==> src/rtl/algo_nr1w_repl_fwd_top_wrap.sv <==
// nR1W wrapper over NUMRDPRT replicated 1R1W banks: writes broadcast to every copy,
// post-reset zero sweep, optional in/out flops, same-cycle write-to-read forwarding.
module algo_nr1w_repl_fwd_top_wrap #(
  parameter int WIDTH    = 15,
  parameter int NUMADDR  = 256,
  parameter int BITADDR  = 8,
  parameter int NUMRDPRT = 2,
  parameter int T1_DELAY = 2,
  parameter int FLOPIN   = 0,
  parameter int FLOPOUT  = 0,
  parameter int RST_INIT = 1
) (
  input  logic                         clk,
  input  logic                         rst,
  output logic                         ready,
  input  logic [NUMRDPRT-1:0]          read,
  input  logic [NUMRDPRT*BITADDR-1:0]  rd_adr,
  output logic [NUMRDPRT-1:0]          rd_vld,
  output logic [NUMRDPRT*WIDTH-1:0]    rd_dout,
  input  logic                         write,
  input  logic [BITADDR-1:0]           wr_adr,
  input  logic [WIDTH-1:0]             din,
  input  logic [WIDTH-1:0]             bw,
  output logic [NUMRDPRT-1:0]          t1_readB,
  output logic [NUMRDPRT*BITADDR-1:0]  t1_addrB,
  input  logic [NUMRDPRT*WIDTH-1:0]    t1_doutB,
  output logic [NUMRDPRT-1:0]          t1_writeA,
  output logic [NUMRDPRT*BITADDR-1:0]  t1_addrA,
  output logic [NUMRDPRT*WIDTH-1:0]    t1_dinA,
  output logic [NUMRDPRT*WIDTH-1:0]    t1_bwA
);

  localparam logic [0:0] INIT = 1'b0;
  localparam logic [0:0] RUN  = 1'b1;
  localparam int LAST = T1_DELAY - 1;

  logic [NUMRDPRT-1:0]         read_s;
  logic [NUMRDPRT*BITADDR-1:0] rd_adr_s;
  logic                        write_s;
  logic [BITADDR-1:0]          wr_adr_s;
  logic [WIDTH-1:0]            din_s;
  logic [WIDTH-1:0]            bw_s;

  generate
    if (FLOPIN != 0) begin : g_flopin
      always_ff @(posedge clk or posedge rst) begin
        if (rst) begin
          read_s   <= '0;
          rd_adr_s <= '0;
          write_s  <= 1'b0;
          wr_adr_s <= '0;
          din_s    <= '0;
          bw_s     <= '0;
        end else begin
          read_s   <= read;
          rd_adr_s <= rd_adr;
          write_s  <= write;
          wr_adr_s <= wr_adr;
          din_s    <= din;
          bw_s     <= bw;
        end
      end
    end else begin : g_noflopin
      always_comb begin
        read_s   = read;
        rd_adr_s = rd_adr;
        write_s  = write;
        wr_adr_s = wr_adr;
        din_s    = din;
        bw_s     = bw;
      end
    end
  endgenerate

  logic [0:0]         state;
  logic [BITADDR-1:0] cnt;

  always_ff @(posedge clk or posedge rst) begin
    if (rst) begin
      state <= (RST_INIT != 0) ? INIT : RUN;
      cnt   <= '0;
    end else if (state == INIT) begin
      cnt <= cnt + BITADDR'(1);
      if (cnt == BITADDR'(NUMADDR - 1))
        state <= RUN;
    end
  end

  // Macro strobes are gated by rst so every t1_* output reads zero while held in reset.
  logic run;
  logic sweep;
  logic wr_ok;
  assign ready = (state == RUN);
  assign run   = (state == RUN) && !rst;
  assign sweep = (state == INIT) && !rst;
  assign wr_ok = 32'(wr_adr_s) < NUMADDR;

  always_comb begin
    t1_writeA = '0;
    t1_addrA  = '0;
    t1_dinA   = '0;
    t1_bwA    = '0;
    for (int unsigned i = 0; i < NUMRDPRT; i++) begin
      if (sweep) begin
        t1_writeA[i]                  = 1'b1;
        t1_addrA[i*BITADDR +: BITADDR] = cnt;
        t1_bwA[i*WIDTH +: WIDTH]       = '1;
      end else if (run) begin
        t1_writeA[i]                  = write_s && wr_ok;
        t1_addrA[i*BITADDR +: BITADDR] = wr_adr_s;
        t1_dinA[i*WIDTH +: WIDTH]      = din_s;
        t1_bwA[i*WIDTH +: WIDTH]       = bw_s;
      end
    end
  end

  assign t1_readB = read_s & {NUMRDPRT{run}};
  assign t1_addrB = run ? rd_adr_s : '0;

  logic [NUMRDPRT-1:0] hit;
  always_comb begin
    hit = '0;
    for (int unsigned p = 0; p < NUMRDPRT; p++)
      hit[p] = run && write_s && read_s[p] && (rd_adr_s[p*BITADDR +: BITADDR] == wr_adr_s);
  end

  // Write data/mask travel once for all ports; each port keeps its own hit flag.
  logic [NUMRDPRT-1:0] vld_p [T1_DELAY];
  logic [NUMRDPRT-1:0] hit_p [T1_DELAY];
  logic [WIDTH-1:0]    din_p [T1_DELAY];
  logic [WIDTH-1:0]    bw_p  [T1_DELAY];

  always_ff @(posedge clk or posedge rst) begin
    if (rst) begin
      for (int unsigned k = 0; k < T1_DELAY; k++) begin
        vld_p[k] <= '0;
        hit_p[k] <= '0;
        din_p[k] <= '0;
        bw_p[k]  <= '0;
      end
    end else begin
      vld_p[0] <= t1_readB;
      hit_p[0] <= hit;
      din_p[0] <= din_s;
      bw_p[0]  <= bw_s;
      for (int unsigned k = 1; k < T1_DELAY; k++) begin
        vld_p[k] <= vld_p[k-1];
        hit_p[k] <= hit_p[k-1];
        din_p[k] <= din_p[k-1];
        bw_p[k]  <= bw_p[k-1];
      end
    end
  end

  logic [NUMRDPRT-1:0]       vld_ret;
  logic [NUMRDPRT*WIDTH-1:0] merged;
  logic [NUMRDPRT*WIDTH-1:0] hold;
  logic [NUMRDPRT*WIDTH-1:0] dout_ret;

  assign vld_ret = vld_p[LAST];

  always_comb begin
    merged   = t1_doutB;
    dout_ret = hold;
    for (int unsigned p = 0; p < NUMRDPRT; p++) begin
      if (hit_p[LAST][p])
        merged[p*WIDTH +: WIDTH] = (t1_doutB[p*WIDTH +: WIDTH] & ~bw_p[LAST]) |
                                   (din_p[LAST] & bw_p[LAST]);
      if (vld_ret[p])
        dout_ret[p*WIDTH +: WIDTH] = merged[p*WIDTH +: WIDTH];
    end
  end

  // Last delivered word per port, so rd_dout holds between valid cycles even unflopped.
  always_ff @(posedge clk or posedge rst) begin
    if (rst) begin
      hold <= '0;
    end else begin
      for (int unsigned p = 0; p < NUMRDPRT; p++)
        if (vld_ret[p])
          hold[p*WIDTH +: WIDTH] <= merged[p*WIDTH +: WIDTH];
    end
  end

  generate
    if (FLOPOUT == 0) begin : g_noflopout
      assign rd_vld  = vld_ret;
      assign rd_dout = dout_ret;
    end else begin : g_flopout
      logic [NUMRDPRT-1:0]       vld_o  [FLOPOUT];
      logic [NUMRDPRT*WIDTH-1:0] dout_o [FLOPOUT];
      always_ff @(posedge clk or posedge rst) begin
        if (rst) begin
          for (int unsigned k = 0; k < FLOPOUT; k++) begin
            vld_o[k]  <= '0;
            dout_o[k] <= '0;
          end
        end else begin
          vld_o[0]  <= vld_ret;
          dout_o[0] <= dout_ret;
          for (int unsigned k = 1; k < FLOPOUT; k++) begin
            vld_o[k]  <= vld_o[k-1];
            dout_o[k] <= dout_o[k-1];
          end
        end
      end
      assign rd_vld  = vld_o[FLOPOUT-1];
      assign rd_dout = dout_o[FLOPOUT-1];
    end
  endgenerate

endmodule

==> config.mk <==
export PLATFORM = sky130hd
export DESIGN_NAME = algo_nr1w_repl_fwd_top_wrap
export DESIGN_NICKNAME = d
export VERILOG_FILES = /design/src/rtl/algo_nr1w_repl_fwd_top_wrap.sv
export SDC_FILE = /design/constraint.sdc
export NUM_CORES = 1
export LEC_CHECK = 0
export CORE_MARGIN = 5
export CORE_UTILIZATION = 41
export DETAILED_ROUTE_END_ITERATION = 10
export PLACE_DENSITY = 0.81
export SYNTH_ARGS = -nofsm -noshare
export SYNTH_HDL_FRONTEND = slang
export SYNTH_SLANG_ARGS = --single-unit
==> constraint.sdc <==
create_clock -name clk -period 4.9 [get_ports clk]
set_input_delay 1.225 -clock clk [delete_from_list [all_inputs] [get_ports clk]]
set_output_delay 1.225 -clock clk [all_outputs]
set_load 0.01 [all_outputs]
# Word level (Yosys, flattened, before mapping)
# Index checks and enable logic that the tools add are counted.
# classes
addsub	1
n_eq_ne	3
muxes	15
bitwise_logic	8
reduce_logical	8
# op_table
cell	n
$mux 15	8
$and 15x15->15	3
$or 15x15->15	2
$eq 8x8->1	2
$mux 16	1
$mux 8	2
$not 15->15	1
$add 8x1->8 const B	1
$eq 8x8->1 const B	1
$logic_and 1x1->1	7
$mux 1	4
$and 2x2->2	1
$logic_not 1->1	1
$not 1->1	1
# word_totals
register_bits	107
in_bits	89
output_inout_bits	129
word_cells	46

# Depth between registers and ports, before layout
# depth
ltp_word	5
ltp_mapped	4
mapped_depth_nobuf	4

# Least setup slack after synthesis
# OpenSTA, ideal clock, no wires.
# synth_path
path_type	input-to-output
from	input port rst
to	output port t1_bwA[20]
t_arrival_ps	3229
required_time_ps	3675
setup_slack_ps	446
cell_stages	4
path_buffers	2
path_cell_list	inv_2 buf_2 o21a_1 buf_4
# synth_via
elab_chain_len	4
elab_cells_between_ends	5
cone_classes	mux: 2; reduce/logical: 3
# synth_rtl
item	line	rtl
from (decl)	14	input logic rst,
$logic_not 1->1 (no line) *	-	
$logic_and 1x1->1	94	assign run = (state == RUN) && !rst;
$mux 15	-	
$mux 15 *	-	
to (decl)	30	output logic [NUMRDPRT*WIDTH-1:0] t1_bwA
# Every way passes the cells marked *; elsewhere a longest branch is shown, timed or not.

# Worst setup path after layout
# layout_path
from	input port rst
to	output port t1_dinA[11]
# layout_via
elab_chain_len	4
elab_cells_between_ends	5
cone_classes	mux: 2; reduce/logical: 3
# layout_rtl
item	line	rtl
$logic_not 1->1 (no line) *	-	
$logic_and 1x1->1	94	
$mux 15	108	end else if (run) begin
$mux 15 *	104	if (sweep) begin
to (decl)	29	output logic [NUMRDPRT*WIDTH-1:0] t1_dinA,
# Marked as above.

==> reports/metrics.cfg <==
[detailed_routing]
route.detailed.wl_per_inst_um=17.6
drt-total-wl_um=12600
wl_met2_um=6650
vias=3375
1st_pass_router_iterations=5
top_layer_used=met4
routedLengthMet1_um=5190
detail_route.drc_violations=0
via_per_inst=4.69
drtIter0Drc=106
antenna_left=0
met3_wirelength_um=603

[timing]
finalWorstPathRequiredPeriod_ns=4.41
grt_setup_unrepaired=no
timing.final.crit_share=0.899
max_freq_ghz=0.227
worst_slew_pin_slew_ns=1.11
final-hold-violation-count=0
totalNegativeSetupSlack_ns=0
worst_clock_skew_ns=0.0223
hold-worst-slack_ns=0.342
report.final.slew_viol_count=0
finalSetupViolCount=0
timing.slew.headroom=0.261

[synthesis]
synth_largest_area_cell=sky130_fd_sc_hd__dfrtp_1
synth.area.top_cells=sky130_fd_sc_hd__dfrtp_1, sky130_fd_sc_hd__mux2i_1, sky130_fd_sc_hd__buf_4
synth_edf_count=0
synth_ff_type=sky130_fd_sc_hd__dfrtp_1
syn_avg_cell_area_um2=11.4
synth.most_common_cell=sky130_fd_sc_hd__dfrtp_1
synth_common_cells=sky130_fd_sc_hd__dfrtp_1, sky130_fd_sc_hd__buf_4, sky130_fd_sc_hd__nor2_1
ys_ff_latch=107
synth-warning-count=0
synthCells=400
postSynthNetCount=490
synth_top_cell_area_share=0.587
ys_seq_area_frac=0.587
synth_cell_types=29
async_reset_ff_frac=1.00
mappedNetlistArea_mm2=0.00456

[worst_setup_path]
crit_path_end_kind=primary output
worstPathMaxFanout=17
critical_path.top_delay_family=buffers and inverters
arrival_ns=3.18
worstSetupStartpointType=input port
timing.critical_path.slowest_stage_cell=sky130_fd_sc_hd__clkdlybuf4s50_1
regToRegSetupSlack_ns=2.73
crit_path_cell_trace=clkdlybuf4s50_1 -> and2b_1 -> buf_4 -> and2_1 -> clkdlybuf4s50_1
critical-path-max-stage-delay_ns=0.57
crit_path_frequent_cell=sky130_fd_sc_hd__clkdlybuf4s50_1
cp_num_buf_inv=3
cp_data_required_time_ns=3.67
timing_worst_setup_path_type=in -> out
r2r-start=ready
timing.rr.end=hit_p[3]
timing.reg2reg.worst_path_depth=4

[clock_tree]
cts-hold-fix-buffers=0
ctsLongestPathBuffers=2
cts_made_buffers=9
post_cts.repair.setup_buffers=0
clk-insertion-delay-late_ns=0.36
cts.reportedPaths.clkPinSlew_ns=0.10
quantity_of_gates_resized_following_cts=0
cts_sinks=107
htree_levels=3
cts_root_buf=sky130_fd_sc_hd__clkbuf_8
cts_tree=yes

[placed_design]
place.gp.congestion=0.841
place.detailed.hpwl_um=9970
dpl-instance-area_mm2=0.00655
numPortBuffers=217

[layout]
number_of_filler_cells_placed_in_the_layout=915
finish.instance_area_mm2=0.00680
share_of_post_route_cells_with_drive_strength_above_1=0.0448
area.growth.synth_to_final_pct=49.0
utilization=0.624
num-nets-final=665
n_antenna_cell=0

[floorplanning]
io_pins=218
die_h_um=115
die_w_um=115
die_area_mm2=0.0133
num_rows=38
placeableCoreArea_mm2=0.0109
starting_utilization_of_the_core_area=0.419

[worst_hold_path]
worstHoldPathCells=0
whs_endpoint=din_p[1]
min_from=din_p[16]
worstHoldPathType=reg -> reg

[power_and_ir_drop]
leakagePower_nw=2.87
power.ir.vdd_worst_mv=0.181
p_per_area_mw_per_mm2=252

[global_route]
first_global_vias=3696
global_route.usage.total=0.192
global_route_total_overflow=0
grt_pass1_wl_um=19700
grt_start_max_net_pins=57
antenna_found_initial=0

[run]
max_cap_viol_count=0

[run_status]
outcome=complete, no violations

cell type report:
class | count | area (um2) | share of cell area
clock buffer | 10 | 138 | 0.0203
clock inverter | 6 | 105 | 0.0155
inverter | 6 | 25.0 | 0.00368
multi-input combinational | 230 | 1470 | 0.217
sequential | 107 | 2680 | 0.394
tap | 140 | 175 | 0.0258
timing repair buffer | 221 | 2200 | 0.324
cell usage in the layout (no fill, tap or decap), types with 3 or more instances in the layout:
cell type                         count
sky130_fd_sc_hd__and2_1              31
sky130_fd_sc_hd__buf_4                4
sky130_fd_sc_hd__nand3_1              3
sky130_fd_sc_hd__dfrtp_1            107
sky130_fd_sc_hd__clkbuf_8            10
sky130_fd_sc_hd__a21oi_1             30
sky130_fd_sc_hd__clkdlybuf4s50_1    217
sky130_fd_sc_hd__nand2b_1             3
sky130_fd_sc_hd__mux2i_1             38
sky130_fd_sc_hd__xor2_1               3
sky130_fd_sc_hd__nor2_1              39
sky130_fd_sc_hd__nand4_1              4
sky130_fd_sc_hd__o21a_1              16
sky130_fd_sc_hd__xnor2_1             17
sky130_fd_sc_hd__inv_1                5
sky130_fd_sc_hd__nand2_1             32
flip-flops by register name, indices dropped and copies added (netlist names):
name and flops:
rd_vld 2, hold 30, cnt 8, hit_p 4, din_p 30, vld_p 2
ready 1, bw_p 30
per-stage QoR:
stage               total power (W)  worst slack (ns)  instances
floorplan                  0.000996             0.446        400
CTS                         0.00173             0.453        720
global route                0.00179             0.394        720
detailed placement          0.00112             0.450        704
global placement            0.00111             0.574        704
finish                      0.00171             0.493        720
routing by layer:
layer	GRT usage	up-vias
met4	0.0509	0
met3	0.0371	15
li1	-	1622
met1	0.251	1639
met5	0	-
met2	0.328	99
report_power, final:
| group | internal (W) | total [W] | switching (W) |
|---|---|---|---|
| logic | 0.000108 | 0.000177 | 0.0000691 |
| clock network | 0.000313 | 0.000614 | 0.000301 |
| registers | 0.000907 | 0.000918 | 0.0000111 |
worst max-delay path by stage:
stage               startpoint           to  cells after the start  slack (ns)
global route               rst  t1_dinA[11]                      5        0.39
floorplan                  rst   t1_bwA[20]                      4        0.45
CTS                        rst  t1_dinA[11]                      5        0.45
global placement           rst   t1_dinA[5]                      5        0.57
detailed placement         rst  t1_dinA[11]                      5        0.45
finish                     rst  t1_dinA[11]                      5        0.49
cell families after synthesis:
group | after synthesis | synth area share
and+or+nand+nor | 121 | 0.131
DFF | 107 | 0.587
buffers and inverters | 63 | 0.0900
AOI/OAI and AO/OA | 49 | 0.0650
muxes | 39 | 0.0859
xor gates and xnor gates | 20 | 0.0384
adders and majority gates | 1 | 0.00274
Power figures use the tool's default switching activity.
